`config.mk`:
```
export PLATFORM = sky130hd
export DESIGN_NAME = serial_adder_ctrl
export DESIGN_NICKNAME = d
export VERILOG_FILES = /design/src/rtl/serial_adder_ctrl.sv
export SDC_FILE = /design/constraint.sdc
export NUM_CORES = 1
export LEC_CHECK = 0
export BUFFER_PORTS_ARGS = -buffer_cell sky130_fd_sc_hd__buf_2
export CAP_MARGIN = 0
export CORE_AREA = 4 4 73 48
export DETAILED_ROUTE_END_ITERATION = 6
export DIE_AREA = 0 0 77 52
export PLACE_DENSITY = 0.77
export SLEW_MARGIN = 20
export SYNTH_ARGS = -nofsm -noshare
export SYNTH_HDL_FRONTEND = slang
export SYNTH_SLANG_ARGS = --single-unit
```
`constraint.sdc`:
```
create_clock -name clk -period 1.7 [get_ports clk]
set_clock_uncertainty 0.1 [all_clocks]
set_input_delay 0.17 -clock clk [delete_from_list [all_inputs] [get_ports clk]]
set_output_delay 0.17 -clock clk [all_outputs]
set_load 0.1 [all_outputs]
```
`src/rtl/serial_adder_ctrl.sv`:
```
// Bit-serial add controller: one shared 1-bit slice (two half adders + OR) walks
// WIDTH operand bits LSB first. Optional subtract mode under macro SUB_EN.

module half_adder (
  input  logic a,
  input  logic b,
  output logic s,
  output logic c
);
  assign s = a ^ b;
  assign c = a & b;
endmodule

module serial_adder_ctrl #(
  parameter int WIDTH = 8
) (
  input  logic             clk,
  input  logic             rst,
  input  logic             start,
  input  logic [WIDTH-1:0] a,
  input  logic [WIDTH-1:0] b,
`ifdef SUB_EN
  input  logic             sub,
`endif
  output logic             ready,
  output logic             busy,
  output logic             done,
  output logic [WIDTH-1:0] sum,
  output logic             cout
);

  localparam int CW = $clog2(WIDTH + 1);
  localparam logic [CW-1:0] LAST_BIT = CW'(WIDTH - 1);

  typedef enum logic [1:0] {
    ST_IDLE = 2'd0,
    ST_RUN  = 2'd1,
    ST_DONE = 2'd2
  } state_t;

  state_t           state_q, state_d;
  logic [WIDTH-1:0] a_sr_q, a_sr_d;
  logic [WIDTH-1:0] b_sr_q, b_sr_d;
  logic [WIDTH-1:0] sum_q, sum_d;
  logic [CW-1:0]    cnt_q, cnt_d;
  logic             carry_q, carry_d;
  logic             cout_q, cout_d;

  logic             slice_s0, slice_c0, slice_s, slice_c1, slice_c;
  logic [WIDTH-1:0] b_load;
  logic             carry_init;

`ifdef SUB_EN
  // Subtraction as A + ~B + 1: invert B on load and seed the carry.
  assign b_load     = sub ? ~b : b;
  assign carry_init = sub;
`else
  assign b_load     = b;
  assign carry_init = 1'b0;
`endif

  half_adder u_ha0 (.a(a_sr_q[0]), .b(b_sr_q[0]), .s(slice_s0), .c(slice_c0));
  half_adder u_ha1 (.a(slice_s0),  .b(carry_q),   .s(slice_s),  .c(slice_c1));
  assign slice_c = slice_c0 | slice_c1;

  // State register
  always_ff @(posedge clk or posedge rst) begin
    if (rst) begin
      state_q <= ST_IDLE;
    end else begin
      state_q <= state_d;
    end
  end

  // Next-state logic
  always_comb begin
    state_d = state_q;
    case (state_q)
      ST_IDLE: begin
        if (start) state_d = ST_RUN;
        else       state_d = ST_IDLE;
      end
      ST_RUN: begin
        if (cnt_q == LAST_BIT) state_d = ST_DONE;
        else                   state_d = ST_RUN;
      end
      ST_DONE: state_d = ST_IDLE;
      default: state_d = ST_IDLE;
    endcase
  end

  // Handshake outputs decoded from state
  always_comb begin
    ready = 1'b0;
    busy  = 1'b0;
    done  = 1'b0;
    case (state_q)
      ST_IDLE: ready = 1'b1;
      ST_RUN:  busy  = 1'b1;
      ST_DONE: done  = 1'b1;
      default: ready = 1'b0;
    endcase
  end

  // Datapath next values: load on accepted start, shift one bit per RUN cycle
  always_comb begin
    a_sr_d  = a_sr_q;
    b_sr_d  = b_sr_q;
    sum_d   = sum_q;
    cnt_d   = cnt_q;
    carry_d = carry_q;
    cout_d  = cout_q;
    case (state_q)
      ST_IDLE: begin
        if (start) begin
          a_sr_d  = a;
          b_sr_d  = b_load;
          carry_d = carry_init;
          cnt_d   = {CW{1'b0}};
        end else begin
          a_sr_d  = a_sr_q;
        end
      end
      ST_RUN: begin
        sum_d   = {slice_s, sum_q[WIDTH-1:1]};
        a_sr_d  = {1'b0, a_sr_q[WIDTH-1:1]};
        b_sr_d  = {1'b0, b_sr_q[WIDTH-1:1]};
        carry_d = slice_c;
        cnt_d   = cnt_q + CW'(1);
        if (cnt_q == LAST_BIT) cout_d = slice_c;
        else                   cout_d = cout_q;
      end
      default: begin
        cnt_d = cnt_q;
      end
    endcase
  end

  // Datapath registers
  always_ff @(posedge clk or posedge rst) begin
    if (rst) begin
      a_sr_q  <= {WIDTH{1'b0}};
      b_sr_q  <= {WIDTH{1'b0}};
      sum_q   <= {WIDTH{1'b0}};
      cnt_q   <= {CW{1'b0}};
      carry_q <= 1'b0;
      cout_q  <= 1'b0;
    end else begin
      a_sr_q  <= a_sr_d;
      b_sr_q  <= b_sr_d;
      sum_q   <= sum_d;
      cnt_q   <= cnt_d;
      carry_q <= carry_d;
      cout_q  <= cout_d;
    end
  end

  assign sum  = sum_q;
  assign cout = cout_q;

endmodule

```
* After elaboration in Yosys (flattened, before gate mapping) *
Index checks and enable logic that the tools add are counted.

word-level totals
  output and inout port bits = 12
  flip-flop bits (word level) = 32
  word-level logic and storage cells = 35

operators by class
  equal/unequal tests = 4
  bitwise gates (word level) = 5
  mux-type cells = 14
  reduce and logical (&&, ||, !) cells = 4
  add/subtract/negate cells = 1

operators with widths
  operator                                        count
  one-hot mux 8 bit (2 select lines)              2
  2-to-1 mux 8 bit                                2
  one-hot mux 4 bit (2 select lines)              1
  2-to-1 mux 1 bit                                5
  adder 4 x 1 -> 4 bit (second input constant)    1
  == test 4 x 3 -> 1 bit (second input constant)  1
  2-to-1 mux 4 bit                                1
  one-hot mux 2 bit (2 select lines)              1
  AND reduction 2 bit                             2
  AND 1 bit                                       2
  == test 2 x 1 -> 1 bit (second input constant)  1
  == test 2 bit (second input constant)           1
  logical NOT 2 bit                               1
  2-to-1 mux 2 bit                                1
  inequality test 2 bit (second input constant)   1
  one-hot mux 1 bit (2 select lines)              1
  nonzero test 2 bit                              1
  bitwise XOR 1 bit                               2
  OR 1 bit                                        1

* Logic depth before layout (Yosys ltp) *
Gate-level depths: netlist of run 1.

  word-level depth = 4
  gate-level depth with buffers = 4

* By module *
Synthesis of run 1 repeated with hierarchy kept, for this count alone.

second synthesis, totals
  cell total of the unflattened synthesis = 152
  area, all modules = 1514.0 um^2

by module, submodules not included
  module             times used  area an instance (um^2)  sequential area each (um^2)  cells an instance
  serial_adder_ctrl  1           1488.9                   800.8                        150
  half_adder         2           12.5                     0.0                          1

* Least setup slack after synthesis of run 1 *
No wires, ideal clock.

  path kind = flip-flop to output port
  start point = reg state_q[0]
  end point = out done
  data arrival time = 2039 ps
  buffers on the path = 2
  slack = -609 ps
  data required time = 1430 ps
  cell stages (with the launch flop) = 4
  cell sequence = dfrtp_1 -> buf_2 -> buf_2 -> nor2b_1

on the way
  cells in the longest elaborated chain, start to end = 2

RTL lines
  element                 RTL line  source
  from (decl)             41        state_t state_q, state_d;
  from (signal assigned)  71        state_q <= state_d;
  == test 2 bit           97        case (state_q)
  2-to-1 mux 1 bit        97
  to (decl)               27        output logic done,

Every way passes these cells.

* Worst setup path after layout of run 1 *
  start point = reg state_q[0]
  end point = out busy

on the way
  cells in the longest elaborated chain, start to end = 2

RTL lines
  element                 RTL line  source
  == test 2 x 1 -> 1 bit  97
  2-to-1 mux 1 bit        97
  to (decl)               26        output logic busy,

Every way passes these cells.

==> results.sh, run 1 <==
export IMPL_synthArstFlopShare=1.00
export IMPL_worstMarginPinSlew_ps=516
export IMPL_drc=0
export IMPL_grt_max_degree=33
export IMPL_first_global_vias=1107
export IMPL_cts_buffers=5
export IMPL_max_freq_mhz=617
export IMPL_grt_overflow_total=0
export IMPL_syn_nets=150
export IMPL_root_buffer="clkbuf_8"
export IMPL_clock_path_buffers=2
export IMPL_p_leak_nw=0.881
export IMPL_yosysSeqAreaShare=0.553
export IMPL_wl_per_cell_um=14.6
export IMPL_num_vias=1114
export IMPL_min_period_over_period=0.954
export IMPL_cp_max_fo=11
export IMPL_ys_flop_type="dfrtp_1"
export IMPL_slew_headroom=0.655
export IMPL_yosys_warnings=0
export IMPL_endpoint_kind="output port"
export IMPL_die_area_um2=4000
export IMPL_ant_nets=0
export IMPL_synth_area_leaders="dfrtp_1 (55%), mux2_2 (7.0%), o21ai_0 (5.5%), and3b_1 (4.2%), nand2_1 (4.1%)"
export IMPL_synth_largest_area_cell="dfrtp_1"
export IMPL_drtIter0Drc=59
export IMPL_nets=184
export IMPL_chipWidth_um=77
export IMPL_syn_inst=129
export IMPL_hp_class="input port to flip-flop"
export IMPL_track_usage=0.164
export IMPL_io_pins=31
export IMPL_irDropWorstVdd_mv=0.754
export IMPL_dr_pass1_iters=4
export IMPL_power_density_nw_per_um2=2110
export IMPL_place_congestion=0.745
export IMPL_hold_viol=0
export IMPL_core_area_um2=2800
export IMPL_start_kind="flip-flop"
export IMPL_cts_setup_buffers=0
export IMPL_cp_slowest_cell="dfrtp_1"
export IMPL_viasPerCell=5.63
export IMPL_synth_avg_cell_area_um2=11.2
export IMPL_placed_area_um2=1680
export IMPL_drv_slew=0
export IMPL_tritoncts="built"
export IMPL_dp_hpwl_um=2030
export IMPL_cp_data_required_time_ps=1430
export IMPL_antenna_found_initial=0
export IMPL_clkSlewWorstSetupHoldPaths_ps=70
export IMPL_cp_arrival_ps=1350
export IMPL_period_needed_ps=1620
export IMPL_port_buffers=30
export IMPL_crit_chain="nor2b_4 -> buf_4 -> buf_12"
export IMPL_synthesis_area_um2=1450
export IMPL_power_total_w=0.00381
export IMPL_clkLatencyLatePin_ps=280
export IMPL_drive_gt1_frac=0.341
export IMPL_crit_family="flip-flops"
export IMPL_rows=15
export IMPL_antenna_cells=0
export IMPL_rsz0062_at_grt="false"
export IMPL_yosysUniqueCellTypes=29
export IMPL_cap_violations=0
export IMPL_path_class="flip-flop to output port"
export IMPL_grt_first_pass_wirelength_um=5080
export IMPL_synth_seq_cells=32
export IMPL_cts_sinks=32
export IMPL_setup_violations=0
export IMPL_wirelength_um=2880
export IMPL_crit_path_max_incr_delay_ps=430
export IMPL_start_util=0.518
export IMPL_fp_dieH_um=52
export IMPL_stdcell_area_um2=1800
export IMPL_synth_edf_count=0
export IMPL_cp_num_buf_inv=2
export IMPL_synthToLayoutAreaGrowth_pct=24.5
export IMPL_htree_levels=2
export IMPL_status="completed"
export IMPL_synth_top_area_share=0.553
## cell type report
class,count,area [um2]
Fill cell,226,992
Sequential cell,32,802
Multi-Input combinational cell,86,598
Timing Repair Buffer,36,246
Clock buffer,6,72.6
Tap cell,34,42.5
Clock inverter,2,35.0
Inverter,2,7.51
## tightest hold or removal path, cell delays in order
cell     delay [ps]
buf_2            70
a21oi_1          40
o21ai_0         130
## cells by family (layout without fill, tap and decap cells)
kind of cell	count (synthesis)	in the layout	share of synthesized area
buffers and inverters	11	46	0.0414
AND/OR/NAND/NOR	34	34	0.138
multiplexers	11	11	0.0846
AO/OA/AOI/OAI	39	39	0.161
adder cells (fa/ha/maj)	2	2	0.0225
flip-flops	32	32	0.553
## final timing paths
path / start / end / slack [ps] / depth (start not counted)
max: state_q[0]$_DFF_PP0_ / busy / 80 / 3
min: b[7] / b_sr_q[7]$_DFFE_PP0P_ / 80 / 3
max reg2reg: state_q[0]$_DFF_PP0_ / b_sr_q[1]$_DFFE_PP0P_ / 180 / 4
min reg2reg: cout$_DFFE_PP0P_ / cout$_DFFE_PP0P_ / 380 / 1
max in group asynchronous: rst / state_q[1]$_DFF_PP0_ / 780 / 4
min in group asynchronous: rst / b_sr_q[2]$_DFFE_PP0P_ / 410 / 4
## what timing repair did
| item | CTS | global route |
|---|---|---|
| hold endpoints to repair | 32 | 0 |
| endpoints found under the setup margin | 0 | 1 |
| hold buffers | 1 | 0 |
| resized for setup | 0 | 2 |
## stage by stage
stage	worst slack (ps)	utilization	TNS [ps]	hold WS (ps)	instances
floorplan	-92.0	-	-92.0	186	129
global placement	260	0.601	0	162	189
detailed placement	178	0.601	0	171	189
CTS	21.3	0.643	0	73.6	198
global route	26.6	0.645	0	108	198
finish	78.0	0.645	0	78.1	198
## layout by cell type (no fill, tap or decap), types with 2 or more instances in the layout
| cell | count |
|---|---|
| nand2_1 | 16 |
| o21ai_0 | 16 |
| clkbuf_8 | 5 |
| a22o_1 | 3 |
| nor2b_1 | 3 |
| inv_1 | 2 |
| mux2_2 | 9 |
| a22oi_1 | 7 |
| and3b_1 | 7 |
| dfrtp_1 | 31 |
| buf_12 | 3 |
| buf_4 | 4 |
| a21oi_1 | 10 |
| buf_2 | 27 |
## synthesized netlist by cell type, types with 2 or more instances
library cell	number
a22oi_1	7
a22o_1	3
nor2b_1	4
dfrtp_1	32
a21oi_1	10
nand2_1	16
and3b_1	7
buf_2	5
o21ai_0	16
inv_1	2
mux2_2	9
## per-layer routing
metal	GRT usage	vias to the layer above	wire, um
li1	-	526	-
met5	0	-	0
met3	0.0536	9	152
met1	0.206	539	1360
met4	0.0621	0	53
met2	0.267	40	1310
## power by group
group,internal [W],switching [W]
Sequential,0.00105,0.000207
Clock,0.000434,0.000261
Combinational,0.000552,0.00130
Total,0.00204,0.00177
## registers in the layout, indices dropped and copies added (netlist names)
name,count
a_sr_q,8
b_sr_q,8
carry_q,1
cnt_q,4
cout,1
state_q,2
sum,8
Power figures use the tool's default switching activity.
==> run 2, diff against run 1 <==
==> constraint.sdc (replaced) <==
create_clock -name clk -period 1.6 [get_ports clk]
set_clock_uncertainty 0.1 [all_clocks]
set_input_delay 0.16 -clock clk [delete_from_list [all_inputs] [get_ports clk]]
set_output_delay 0.16 -clock clk [all_outputs]
set_load 0.1 [all_outputs]
==> run 2 against run 1 <==
  * Flip-flop and latch count is the same
  * Non-clock buffer count grew 7
  * Cell count grew 3.0%
  * Global-route usage grew 0.36 points
  * Die area is the same
  * Register-to-register slack lost 30 ps
  * Clock power shrank 17%
==> results.sh, run 2 (synthesized netlist as in run 1, its figures left out) <==
export IMPL_path_class="flip-flop to output port"
export IMPL_chipWidth_um=77
export IMPL_rr_startpoint="state_q[0]$_DFF_PP0_"
export IMPL_hold_viol=0
export IMPL_cp_max_fo=8
export IMPL_slew_headroom=0.668
export IMPL_period_needed_ps=1540
export IMPL_grt_overflow_total=0
export IMPL_antenna_cells=0
export IMPL_min_path_cells=3
export IMPL_setup_violations=0
export IMPL_timing_rr_end="a_sr_q[6]$_DFFE_PP0P_"
export IMPL_hp_class="input port to flip-flop"
export IMPL_multiInputGateArea_um2=607
export IMPL_rows=15
export IMPL_first_global_vias=1089
export IMPL_cap_violations=0
export IMPL_place_congestion=0.807
export IMPL_htree_levels=2
export IMPL_clkSlewWorstSetupHoldPaths_ps=60
export IMPL_max_freq_mhz=650
export IMPL_track_usage=0.167
export IMPL_wl_per_cell_um=15.7
export IMPL_irDropWorstVdd_mv=0.799
export IMPL_dp_hpwl_um=2120
export IMPL_hold_end="a_sr_q[7]$_DFFE_PP0P_"
export IMPL_cts_sinks=32
export IMPL_power_density_nw_per_um2=2160
export IMPL_endpoint_kind="output port"
export IMPL_worstHoldStart="a[7]"
export IMPL_reg2reg_depth=5
export IMPL_nets=191
export IMPL_rsz0062_at_grt="false"
export IMPL_r2r_setup_slack_ps=150
export IMPL_port_buffers=30
export IMPL_worstMarginPinSlew_ps=502
export IMPL_min_period_over_period=0.961
export IMPL_dp_cells=190
export IMPL_clock_path_buffers=2
export IMPL_final_cell_count_no_fill=204
export IMPL_cp_arrival_ps=1280
export IMPL_antenna_found_initial=0
export IMPL_clkLatencyLatePin_ps=280
export IMPL_synthToLayoutAreaGrowth_pct=29.4
export IMPL_drv_slew=0
export IMPL_start_util=0.518
export IMPL_start_kind="flip-flop"
export IMPL_status="completed"
export IMPL_wirelength_um=3200
export IMPL_drive_gt1_frac=0.376
export IMPL_fillers=219
export IMPL_root_buffer="clkbuf_8"
export IMPL_tritoncts="built"
export IMPL_cp_data_required_time_ps=1340
export IMPL_io_pins=31
export IMPL_final_util=0.670
export IMPL_dr_pass1_iters=4
export IMPL_regArea_um2=803
export IMPL_drtIter0Drc=70
export IMPL_ant_nets=0
export IMPL_grt_first_pass_wirelength_um=5070
export IMPL_viasPerCell=5.40
export IMPL_core_area_um2=2800
export IMPL_mostFrequentLayoutCells="dfrtp_1 (30), buf_2 (27), nand2_1 (16), o21ai_0 (16), a21oi_1 (10)"
export IMPL_cts_buffers=5
export IMPL_fp_dieH_um=52
export IMPL_p_leak_nw=0.921
export IMPL_num_vias=1101
export IMPL_final_common_cell="dfrtp_1"
export IMPL_drc=0
export IMPL_grt_max_degree=33
export IMPL_die_area_um2=4000
==> run 2: per-layer routing <==
layer  up-vias  part of all wire  GRT usage
met5         -                 0          0
li1        540                 -          -
met2        26              0.46      0.269
met4         0             0.030     0.0917
met3        12             0.044     0.0571
met1       523              0.47      0.202
==> run 2: area by class of cell <==
| class | instances | share of cell area |
|---|---|---|
| inverters | 2 | 0.00401 |
| well taps | 34 | 0.0227 |
| multi-input cells | 86 | 0.324 |
| clock inverters | 1 | 0.00267 |
| clock buffers | 6 | 0.0387 |
| repair buffers | 43 | 0.180 |
| flip-flops and latches | 32 | 0.429 |
==> run 2: worst max path at each step <==
stage                         startpoint  depth (start not counted)  slack [ps]                    end
detailed placement  state_q[0]$_DFF_PP0_                          4         120  b_sr_q[2]$_DFFE_PP0P_
CTS                 state_q[1]$_DFF_PP0_                          3          20                   done
floorplan           state_q[0]$_DFF_PP0_                          3        -180                   done
global placement    state_q[0]$_DFF_PP0_                          4         150  b_sr_q[4]$_DFFE_PP0P_
finish              state_q[0]$_DFF_PP0_                          4          60                  ready
global route        state_q[0]$_DFF_PP0_                          3          20                   busy
==> run 2: repair_timing <==
action | CTS | global route
hold buffers | 1 | 0
cloned | 0 | 1
endpoints found under the setup margin | 3 | 18
endpoints found under the hold margin | 32 | 0
resized for setup | 4 | 6
setup buffers | 2 | 3
==> run 2: critical path, cell delays in order, from the launching register on <==
cell and delay (ps):
dfrtp_2 450, buf_12 150, buf_6 120, nor2_4 90, buf_12 180
==> run 2: report_power, final <==
part / internal (W) / total (W) / switching [W]
combinational: 0.000693 / 0.00212 / 0.00143
clock: 0.000295 / 0.000577 / 0.000282
sequential: 0.00112 / 0.00135 / 0.000237
==> run 2: per-stage QoR <==
step                TNS, ps  worst slack (ps)  area (um2)  hold WS [ps]  total power [W]
floorplan              -182              -182        1460           176          0.00290
global placement          0               146        1690           151          0.00325
detailed placement        0               121        1690           168          0.00334
CTS                       0              16.3        1800          65.3          0.00395
global route              0              16.1        1870          65.2          0.00425
finish                    0              61.7        1870          61.3          0.00405
